<file path="src/rtl/patch_reducer_mc_if.sv">
// Handshake bundle between the row-sum stage, the patch reducer and the
// patch-result consumer.
interface patch_reducer_mc_if #(
   parameter int N_CH           = 4,
   parameter int MAX_PATCH_SIZE = 6,
   parameter int ROW_SUM_SIZE   = 16,
   parameter int PATCH_SUM_SIZE = 24
);
   localparam int CW = (N_CH > 1) ? $clog2(N_CH) : 1;
   localparam int RW = $clog2(MAX_PATCH_SIZE + 1);

   logic                      init;
   logic [CW-1:0]             init_ch;
   logic [RW-1:0]             cfg_patch_size;
   logic [ROW_SUM_SIZE-1:0]   partial_sum;
   logic                      partial_sum_valid;
   logic [CW-1:0]             ps_ch;
   logic                      sum_rdy;
   logic [PATCH_SUM_SIZE-1:0] sum;
   logic [CW-1:0]             sum_ch;
   logic                      sum_sat;
   logic                      sum_ack;
   logic                      protocol_err;

   modport master (
      output init, init_ch, cfg_patch_size, partial_sum, partial_sum_valid, ps_ch, sum_ack,
      input  sum_rdy, sum, sum_ch, sum_sat, protocol_err
   );

   modport slave (
      input  init, init_ch, cfg_patch_size, partial_sum, partial_sum_valid, ps_ch, sum_ack,
      output sum_rdy, sum, sum_ch, sum_sat, protocol_err
   );
endinterface

</file>
<file path="src/rtl/patch_reducer_mc.sv">
// Multi-channel patch accumulator: per-channel row summing with optional
// saturation, one round-robin arbitrated registered output port.
//
// state    | meaning
// ST_IDLE  | channel free, accepts init
// ST_ACCUM | channel summing tagged partial sums
// ST_DONE  | patch complete, waiting for an output grant
module patch_reducer_mc #(
   parameter int N_CH           = 4,
   parameter int MAX_PATCH_SIZE = 6,
   parameter int ROW_SUM_SIZE   = 16,
   parameter int PATCH_SUM_SIZE = 24,
   parameter bit SATURATE       = 1'b1
) (
   input logic              dram_clk,
   input logic              reset,
   patch_reducer_mc_if.slave bus
);
   localparam int CW = (N_CH > 1) ? $clog2(N_CH) : 1;
   localparam int RW = $clog2(MAX_PATCH_SIZE + 1);
   localparam logic [CW:0]   NCH_W  = (CW+1)'(N_CH);
   localparam logic [RW-1:0] MAX_SZ = RW'(MAX_PATCH_SIZE);

   typedef enum logic [1:0] {
      ST_IDLE  = 2'd0,
      ST_ACCUM = 2'd1,
      ST_DONE  = 2'd2
   } ch_state_e;

   ch_state_e                 state_q [N_CH];
   ch_state_e                 state_d [N_CH];
   logic [PATCH_SUM_SIZE-1:0] acc_q   [N_CH];
   logic [PATCH_SUM_SIZE-1:0] acc_d   [N_CH];
   logic [RW-1:0]             rows_q  [N_CH];
   logic [RW-1:0]             rows_d  [N_CH];
   logic [RW-1:0]             size_q  [N_CH];
   logic [RW-1:0]             size_d  [N_CH];
   logic                      sat_q   [N_CH];
   logic                      sat_d   [N_CH];

   logic [CW-1:0]             rr_ptr_q, rr_ptr_d;
   logic                      sum_rdy_q, sum_rdy_d;
   logic [PATCH_SUM_SIZE-1:0] sum_q, sum_d;
   logic [CW-1:0]             sum_ch_q, sum_ch_d;
   logic                      sum_sat_q, sum_sat_d;
   logic                      perr_q, perr_d;

   logic                      init_req_ok, ps_req_ok, size_ok;
   logic                      init_ok, ps_ok;
   logic                      out_free, gnt_vld;
   logic [CW-1:0]             gnt_ch;
   logic [PATCH_SUM_SIZE:0]   acc_sum;
   int                        idx;

   assign init_req_ok = bus.init && ({1'b0, bus.init_ch} < NCH_W);
   assign ps_req_ok   = bus.partial_sum_valid && ({1'b0, bus.ps_ch} < NCH_W);
   assign size_ok     = (bus.cfg_patch_size != '0) && (bus.cfg_patch_size <= MAX_SZ);

   always_ff @(posedge dram_clk or posedge reset) begin
      if (reset) begin
         for (int c = 0; c < N_CH; c++) begin
            state_q[c] <= ST_IDLE;
            acc_q[c]   <= '0;
            rows_q[c]  <= '0;
            size_q[c]  <= '0;
            sat_q[c]   <= 1'b0;
         end
         rr_ptr_q  <= '0;
         sum_rdy_q <= 1'b0;
         sum_q     <= '0;
         sum_ch_q  <= '0;
         sum_sat_q <= 1'b0;
         perr_q    <= 1'b0;
      end else begin
         for (int c = 0; c < N_CH; c++) begin
            state_q[c] <= state_d[c];
            acc_q[c]   <= acc_d[c];
            rows_q[c]  <= rows_d[c];
            size_q[c]  <= size_d[c];
            sat_q[c]   <= sat_d[c];
         end
         rr_ptr_q  <= rr_ptr_d;
         sum_rdy_q <= sum_rdy_d;
         sum_q     <= sum_d;
         sum_ch_q  <= sum_ch_d;
         sum_sat_q <= sum_sat_d;
         perr_q    <= perr_d;
      end
   end

   always_comb begin
      init_ok   = 1'b0;
      ps_ok     = 1'b0;
      gnt_vld   = 1'b0;
      gnt_ch    = '0;
      acc_sum   = '0;
      idx       = 0;
      rr_ptr_d  = rr_ptr_q;
      sum_rdy_d = sum_rdy_q;
      sum_d     = sum_q;
      sum_ch_d  = sum_ch_q;
      sum_sat_d = sum_sat_q;
      out_free  = !sum_rdy_q || bus.sum_ack;
      for (int c = 0; c < N_CH; c++) begin
         state_d[c] = state_q[c];
         acc_d[c]   = acc_q[c];
         rows_d[c]  = rows_q[c];
         size_d[c]  = size_q[c];
         sat_d[c]   = sat_q[c];
      end

      // init and partial sum are judged against the current state only, so a
      // same-cycle pair on one channel never sees each other's effect
      for (int c = 0; c < N_CH; c++) begin
         if (init_req_ok && size_ok && bus.init_ch == CW'(c) && state_q[c] == ST_IDLE) begin
            init_ok    = 1'b1;
            state_d[c] = ST_ACCUM;
            acc_d[c]   = '0;
            rows_d[c]  = '0;
            size_d[c]  = bus.cfg_patch_size;
            sat_d[c]   = 1'b0;
         end
         if (ps_req_ok && bus.ps_ch == CW'(c) && state_q[c] == ST_ACCUM) begin
            ps_ok   = 1'b1;
            acc_sum = {1'b0, acc_q[c]} + (PATCH_SUM_SIZE+1)'(bus.partial_sum);
            if (SATURATE && acc_sum[PATCH_SUM_SIZE]) begin
               acc_d[c] = '1;
               sat_d[c] = 1'b1;
            end else begin
               acc_d[c] = acc_sum[PATCH_SUM_SIZE-1:0];
            end
            rows_d[c] = rows_q[c] + RW'(1);
            if (rows_q[c] == size_q[c] - RW'(1)) begin
               state_d[c] = ST_DONE;
            end
         end
      end

      if (out_free) begin
         for (int k = 0; k < N_CH; k++) begin
            idx = (int'(rr_ptr_q) + k) % N_CH;
            if (!gnt_vld && state_q[idx] == ST_DONE) begin
               gnt_vld = 1'b1;
               gnt_ch  = CW'(idx);
            end
         end
         if (gnt_vld) begin
            for (int c = 0; c < N_CH; c++) begin
               if (gnt_ch == CW'(c)) begin
                  sum_d      = acc_q[c];
                  sum_sat_d  = sat_q[c];
                  state_d[c] = ST_IDLE;
               end
            end
            sum_ch_d  = gnt_ch;
            sum_rdy_d = 1'b1;
            rr_ptr_d  = CW'((int'(gnt_ch) + 1) % N_CH);
         end else if (bus.sum_ack) begin
            sum_rdy_d = 1'b0;
         end
      end

      perr_d = (bus.init && !init_ok) || (bus.partial_sum_valid && !ps_ok);
   end

   assign bus.sum_rdy      = sum_rdy_q;
   assign bus.sum          = sum_q;
   assign bus.sum_ch       = sum_ch_q;
   assign bus.sum_sat      = sum_sat_q;
   assign bus.protocol_err = perr_q;
endmodule

</file>
<file path="src/flat_wrapper.sv">
// flat-port wrapper written by rule: the top's interface ports become plain ports
module patch_reducer_mc_flat 
#(
   parameter int N_CH           = 4,
   parameter int MAX_PATCH_SIZE = 6,
   parameter int ROW_SUM_SIZE   = 16,
   parameter int PATCH_SUM_SIZE = 24,
   parameter bit SATURATE       = 1'b1
)
  (dram_clk, reset, bus_init, bus_init_ch, bus_cfg_patch_size, bus_partial_sum, bus_partial_sum_valid, bus_ps_ch, bus_sum_ack, bus_sum_rdy, bus_sum, bus_sum_ch, bus_sum_sat, bus_protocol_err);
  patch_reducer_mc_if #(.N_CH(N_CH), .MAX_PATCH_SIZE(MAX_PATCH_SIZE), .ROW_SUM_SIZE(ROW_SUM_SIZE), .PATCH_SUM_SIZE(PATCH_SUM_SIZE)) bus_i ();
  input logic dram_clk;
  input logic reset;
  input wire logic [$bits(bus_i.init)-1:0] bus_init;
  input wire logic [$bits(bus_i.init_ch)-1:0] bus_init_ch;
  input wire logic [$bits(bus_i.cfg_patch_size)-1:0] bus_cfg_patch_size;
  input wire logic [$bits(bus_i.partial_sum)-1:0] bus_partial_sum;
  input wire logic [$bits(bus_i.partial_sum_valid)-1:0] bus_partial_sum_valid;
  input wire logic [$bits(bus_i.ps_ch)-1:0] bus_ps_ch;
  input wire logic [$bits(bus_i.sum_ack)-1:0] bus_sum_ack;
  output wire logic [$bits(bus_i.sum_rdy)-1:0] bus_sum_rdy;
  output wire logic [$bits(bus_i.sum)-1:0] bus_sum;
  output wire logic [$bits(bus_i.sum_ch)-1:0] bus_sum_ch;
  output wire logic [$bits(bus_i.sum_sat)-1:0] bus_sum_sat;
  output wire logic [$bits(bus_i.protocol_err)-1:0] bus_protocol_err;
  assign bus_i.init = bus_init;
  assign bus_i.init_ch = bus_init_ch;
  assign bus_i.cfg_patch_size = bus_cfg_patch_size;
  assign bus_i.partial_sum = bus_partial_sum;
  assign bus_i.partial_sum_valid = bus_partial_sum_valid;
  assign bus_i.ps_ch = bus_ps_ch;
  assign bus_i.sum_ack = bus_sum_ack;
  assign bus_sum_rdy = bus_i.sum_rdy;
  assign bus_sum = bus_i.sum;
  assign bus_sum_ch = bus_i.sum_ch;
  assign bus_sum_sat = bus_i.sum_sat;
  assign bus_protocol_err = bus_i.protocol_err;
  patch_reducer_mc #(.N_CH(N_CH), .MAX_PATCH_SIZE(MAX_PATCH_SIZE), .ROW_SUM_SIZE(ROW_SUM_SIZE), .PATCH_SUM_SIZE(PATCH_SUM_SIZE), .SATURATE(SATURATE)) u_core (.dram_clk(dram_clk), .reset(reset), .bus(bus_i));
endmodule
</file>
<file path="config.mk">
export PLATFORM = sky130hd
export DESIGN_NAME = patch_reducer_mc_flat
export DESIGN_NICKNAME = d
export VERILOG_FILES = /design/src/rtl/patch_reducer_mc_if.sv /design/src/rtl/patch_reducer_mc.sv /design/src/flat_wrapper.sv
export SDC_FILE = /design/constraint.sdc
export NUM_CORES = 1
export LEC_CHECK = 0
export CORE_MARGIN = 1.5
export CORE_UTILIZATION = 50
export CTS_CLUSTER_SIZE = 12
export DETAILED_ROUTE_END_ITERATION = 8
export PLACE_DENSITY_LB_ADDON = 0.08
export SYNTH_ARGS = -nofsm -noshare
export SYNTH_HDL_FRONTEND = slang
export SYNTH_SLANG_ARGS = --single-unit
</file>
<file path="constraint.sdc">
create_clock -name dram_clk -period 7.65 [get_ports dram_clk]
set_input_delay 1.1475 -clock dram_clk [delete_from_list [all_inputs] [get_ports dram_clk]]
set_output_delay 1.1475 -clock dram_clk [all_outputs]
set_load 0.01 [all_outputs]
</file>
==> metrics <==
FF-to-FF path depth=9; syn avg cell area=8.72 sq um; H-tree levels=4; vias in the first global route=9042; delay-heaviest family, CP=compound AO/OA/AOI/OAI gates; Root Driver=clkbuf_16; crit-path max FO=20; achievable frequency=230 MHz; final hold slack=0.475 ns; DRC violations left=0; final cell count without fillers=1597; initial antenna violation count=0; clk_lat worst skew=0.43 ns; Total GRT Usage=25.7%; Worst path slowest cell=clkdlybuf4s50_1; unique cell type count in the Yosys netlist=72; # port buffers=56; clock skew=0.0135 ns; RSZ-0062 raised after global routing=false; ANT nets after route=0; Tcrit/Tclk final=56.8%; Cell Area, Synth=11100 sq um; Post-synth EDFFs=0; global placement routability congestion=0.930; cell count after placement=1565; total CTS buffers=17; worst slew pin tran=1.12 ns; CTS resizes=0; total number of vias=9748; Worst VDD drop=0.000176 V; Critical Path Sink Type=register; pwr dens=360 nW/um^2; core area=21800 sq um; Main synth FF type=dfrtp_1; Leak=5.72 nW; Reg-to-Reg End=u_core.acc_q[23]; most used standard cell by instance count after synthesis=dfrtp_1; setup violators final=0; max_cap viols=0; Initial DRT Pass Iterations=5; Final Critical Period=4.35 ns; CP startpoint kind=input pin; layout net count=1412; area leader, netlist=dfrtp_1; Synth area leaders=dfrtp_1 37%, ha_1 8.5%, a21oi_1 5.1%; setup TNS=0 ns; Worst-path clk slew=0.07 ns; Max-slew headroom=24.9%; hold-critical path depth=2; CTS sink count=163; DRT Wirelength=29400 microns; Top cell by count, worst path=a211oi_1; status=completed; sequential share of the synthesized area=36.6%; worst path bufs/invs=1; Crit path required time=7.96 ns; critical-path cell list=clkdlybuf4s50_1, fa_1, a211o_1, a211oi_1, a211oi_1, o31a_1, nand2b_1, nor2b_1, a31oi_1; Synth Warn #=0; chip height=152 microns; max-slew violations=0; die width=152 microns; CP max stage delay=0.69 ns; Worst R2R Start=u_core.acc_q[0]; Reg2Reg Setup Slack=4.23 ns; hpwl dp=21100 microns; # rows=54; first-pass GRT wire length=48100 microns; global route overflow=0; routed length per instance=18.4 microns; pin count of the biggest net entering global routing=102; WS Path Type=in -> reg; Final Hold Fails=0; Mapped Cells=1277; Mapped Nets=1385; Worst EP arrival=4.65 ns; DR vias/cell=6.10; Commonest cells post-synth=163 x dfrtp_1, 144 x nand2_1, 114 x a21oi_1; # hold bufs at CTS=0; share of cells above drive strength 1=5.09%; die area=23200 sq um; CTS tree=yes; hold path endpoint=u_core.bus.sum[10]; CTS Buffer Depth=2; top cell type's share of synthesized area=36.6%; worst hold path type=reg -> reg; synth-to-layout area growth=12.1%; diode count=0; Detailed Route Iter0 Violations=715; IO Pins=57; #FFs+latches synth=163; Post-CTS Setup Inserts=0; starting density of the core=51.0%; Async SR Flop Fraction=100%; Worst Hold Launch=u_core.bus.sum[10]
[power breakdown]
part | switching (mW) | total (mW) | internal (mW)
logic | 1.31 | 2.27 | 0.966
registers | 0.249 | 1.38 | 1.13
clock network | 0.402 | 0.833 | 0.431
[final cells by class]
class | count | area (sq um)
Clock buffer | 18 | 429
Clock inverter | 14 | 134
Fill cell | 1982 | 9340
Inverter | 40 | 155
Multi-Input combinational cell | 1014 | 6680
Sequential cell | 163 | 4080
Tap cell | 280 | 350
Timing Repair Buffer | 68 | 651
[routing by layer]
metal | up-vias | routed length [microns] | GRT usage, % | part of all wire, %
met4 | 0 | 405 | 6.84 | 1.4
met3 | 27 | 1490 | 2.56 | 5.1
li1 | 4772 | - | - | -
met2 | 277 | 12500 | 38.0 | 42
met1 | 4672 | 15000 | 40.0 | 51
met5 | - | 0 | 0 | 0
[worst max-delay path by stage]
stage                  endpoint               start  cells after the start  slack [ns]
2_1_floorplan   u_core.acc_q[0]               reset                      1        2.10
3_3_place_gp   u_core.acc_q[23]  bus_partial_sum[1]                      9        2.96
3_5_place_dp   u_core.acc_q[17]  bus_partial_sum[1]                      9        2.87
4_1_cts        u_core.acc_q[17]  bus_partial_sum[1]                      9        3.33
5_1_grt        u_core.acc_q[17]  bus_partial_sum[1]                      9        3.07
6_report       u_core.acc_q[23]  bus_partial_sum[1]                      9        3.30
[logic make-up (layout without fill, tap and decap cells)]
| family | after synthesis | in the layout | synth area share [%] |
|---|---|---|---|
| and+or+nand+nor | 417 | 417 | 17.7 |
| xor gates and xnor gates | 68 | 68 | 5.35 |
| adders and majority gates | 80 | 80 | 9.26 |
| DFF | 163 | 163 | 36.6 |
| buffers and inverters | 100 | 140 | 3.53 |
| AOI/OAI and AO/OA | 421 | 421 | 25.0 |
| muxes | 28 | 28 | 2.52 |
[worst reg2reg max path, stage by stage, from the launching register on]
cell and delay (ns):
dfrtp_1 0.42, ha_1 0.23, fa_1 0.42, a211o_1 0.33
a211oi_1 0.33, a211oi_1 0.15, o31a_1 0.40, nand2b_1 0.64
nor2b_1 0.27, a31oi_1 0.10
[placed cells by master (no fill, tap or decap), types with 8 or more instances in the layout]
master	count
dfrtp_1	163
xor2_1	30
o21a_1	11
clkdlybuf4s50_1	56
o21ai_0	88
inv_1	39
nand2_1	144
nand4_1	19
a31oi_1	17
a22oi_1	15
and3_1	18
nor2_1	105
mux2i_1	28
nor4_1	8
nand3_1	39
a21oi_1	114
xnor2_1	38
nand2b_1	11
ha_1	74
o211ai_1	27
and2_1	9
buf_4	12
a221o_1	26
clkbuf_16	17
a21o_1	31
a211oi_1	26
nor3_1	22
[state kept, by name, indices dropped and copies added, names as in the netlist]
signal,flops
u_core.rows_q,12
u_core.size_q,12
u_core.bus.sum,24
u_core.bus.protocol_err,1
u_core.acc_q,96
u_core.bus.sum_rdy,1
u_core.bus.sum_sat,1
u_core.state_q,8
u_core.sat_q,4
u_core.bus.sum_ch,2
u_core.rr_ptr_q,2
[through the flow]
| stage | utilization [%] | power [mW] | area [sq um] | worst slack [ns] |
|---|---|---|---|---|
| after floorplan | - | 3.08 | 11100 | 2.10 |
| after global placement | 54.6 | 3.60 | 11900 | 2.96 |
| after detailed placement | 54.6 | 3.64 | 11900 | 2.87 |
| after CTS | 57.2 | 4.49 | 12500 | 3.33 |
| after global routing | 57.2 | 4.85 | 12500 | 3.07 |
| final | 57.2 | 4.49 | 12500 | 3.30 |
Power figures use the tool's default switching activity.
==> variant: new RTL, config.mk and constraints unchanged <==
`sum_q` no longer has a reset.
--- a/src/rtl/patch_reducer_mc.sv
+++ b/src/rtl/patch_reducer_mc.sv
@@ -68,5 +68,4 @@
          rr_ptr_q  <= '0;
          sum_rdy_q <= 1'b0;
-         sum_q     <= '0;
          sum_ch_q  <= '0;
          sum_sat_q <= 1'b0;
@@ -82,9 +81,12 @@
          rr_ptr_q  <= rr_ptr_d;
          sum_rdy_q <= sum_rdy_d;
-         sum_q     <= sum_d;
          sum_ch_q  <= sum_ch_d;
          sum_sat_q <= sum_sat_d;
          perr_q    <= perr_d;
       end
+   end
+
+   always_ff @(posedge dram_clk) begin
+      sum_q <= sum_d;
    end
 
Behaviour: differs if reset is asserted again (counterexample within 4 cycles, from zero or initial values and one cycle with reset high); with reset held inactive, the same outputs for 4 cycles.
==> variant against the unedited design <==
- final area decreased by 3.7%
- non-clock buffer count unchanged
- total power increased by 3.5%
- sequential cell count unchanged
- synthesized area decreased by 4.7%
- wire length decreased by 10%
- highest routed layer unchanged
- worst setup slack improved by 0.37 ns
- via count decreased by 11%
- sequential share of layout area increased by 2.3 points
==> variant: results (changes against the unedited design) <==
| Metric | Value |
|---|---|
| Placed instance area | `11400 um2 (-4.1%)` |
| Share of cells above drive strength 1 | `6.55% (+1.5 points)` |
| Synth cell count leaders | `dfrtp_1, nand2_1, a21oi_1` |
| Cell variety after synth | `85 (+18%)` |
| Static Leak | `5.30 nW (-7.4%)` |
| Synth Instances | `1135 (-11%)` |
| Register Area | `4200 um2 (+2.9%)` |
| Vias in the first global route | `8097 (-10%)` |
| Hold slack | `0.485 ns (+0.0101 ns)` |
| Final #Nets | `1285 (-9.0%)` |
| HPWL after DPL | `19100 um (-9.6%)` |
| Tightest Pin Transition | `0.951 ns (-0.172 ns)` |
| HP Start | `u_core.sat_q[0]` |
| Peak VDD IR | `170 uV (-3.3%)` |
| First-pass DRT Iterations | `6 (+1)` |
| Synth top area cells | `dfrtp_1, ha_1, edfxtp_1, a21oi_1, nand2_1` |
| RePlAce Congestion | `0.894 (-3.9%)` |
| Seq Cell Count | `163 (unchanged)` |
| Async S/R FF share, synth | `85.3% (-15 points)` |
| Critical path endpoint | `u_core.acc_q[71]` |
| Hold endpoint | `u_core.sat_q[0]` |
| P&R area growth vs syn | `13.3%` |
| First-pass GRT wire length | `42900 um (-11%)` |
| Clk cell area share | `4.90% (+0.39 points)` |
| EDFF count, synth | `24 (+24)` |
| Avg Vias per Cell | `5.90 (-3.3%)` |
| Pre-CTS WS | `3.24 ns (+0.368 ns)` |
| Non-clock inverters | `23 (-43%)` |
| Status | `complete, no violations` |
| WL/cell | `18.0 um (-2.3%)` |
| Largest net degree at the start of global routing | `91 (-11%)` |
| Slowest cell delay on critical path | `0.71 ns (+0.02 ns)` |
| Worst r2r src | `u_core.state_q[1]` |
| 1st-iter DRT viols | `544 (-24%)` |
| Reg-to-reg slack, setup | `4.57 ns (+0.34 ns)` |
| WL final | `26300 um (-10%)` |
| Sequential fraction of the synthesis area | `39.6% (+3.0 points)` |
[variant: cell count changes in the layout (fill, tap and decap cells not counted), moves of 11 or more]
cell,delta
nand2_1,-16
edfxtp_1,+24
nor3_1,-11
dfrtp_1,-24
inv_1,-17
nand4_1,-13
a21oi_1,-16
nor2_1,-15
[variant: kinds of logic (layout without fill, tap and decap cells)]
group	count (synthesis)	count (layout)	synth area share, %
mux	28	28	2.67
simple gates	339	339	15.0
xor+xnor	69	69	5.70
buf+inv	68	123	2.69
flops	163	163	39.6
fa+ha+maj	80	80	9.72
compound gates	388	388	24.6
[variant: layer usage]
layer | GRT usage (%) | wire length, um
met1 | 38.8 | 13700
met2 | 36.5 | 11100
met3 | 3.40 | 1270
met4 | 4.90 | 200
met5 | 0 | 0
[variant: power by group]
part / total, mW / switching (mW) / internal [mW]
sequential: 1.49 / 0.252 / 1.24
clock: 0.866 / 0.389 / 0.477
combinational: 2.29 / 1.26 / 1.02
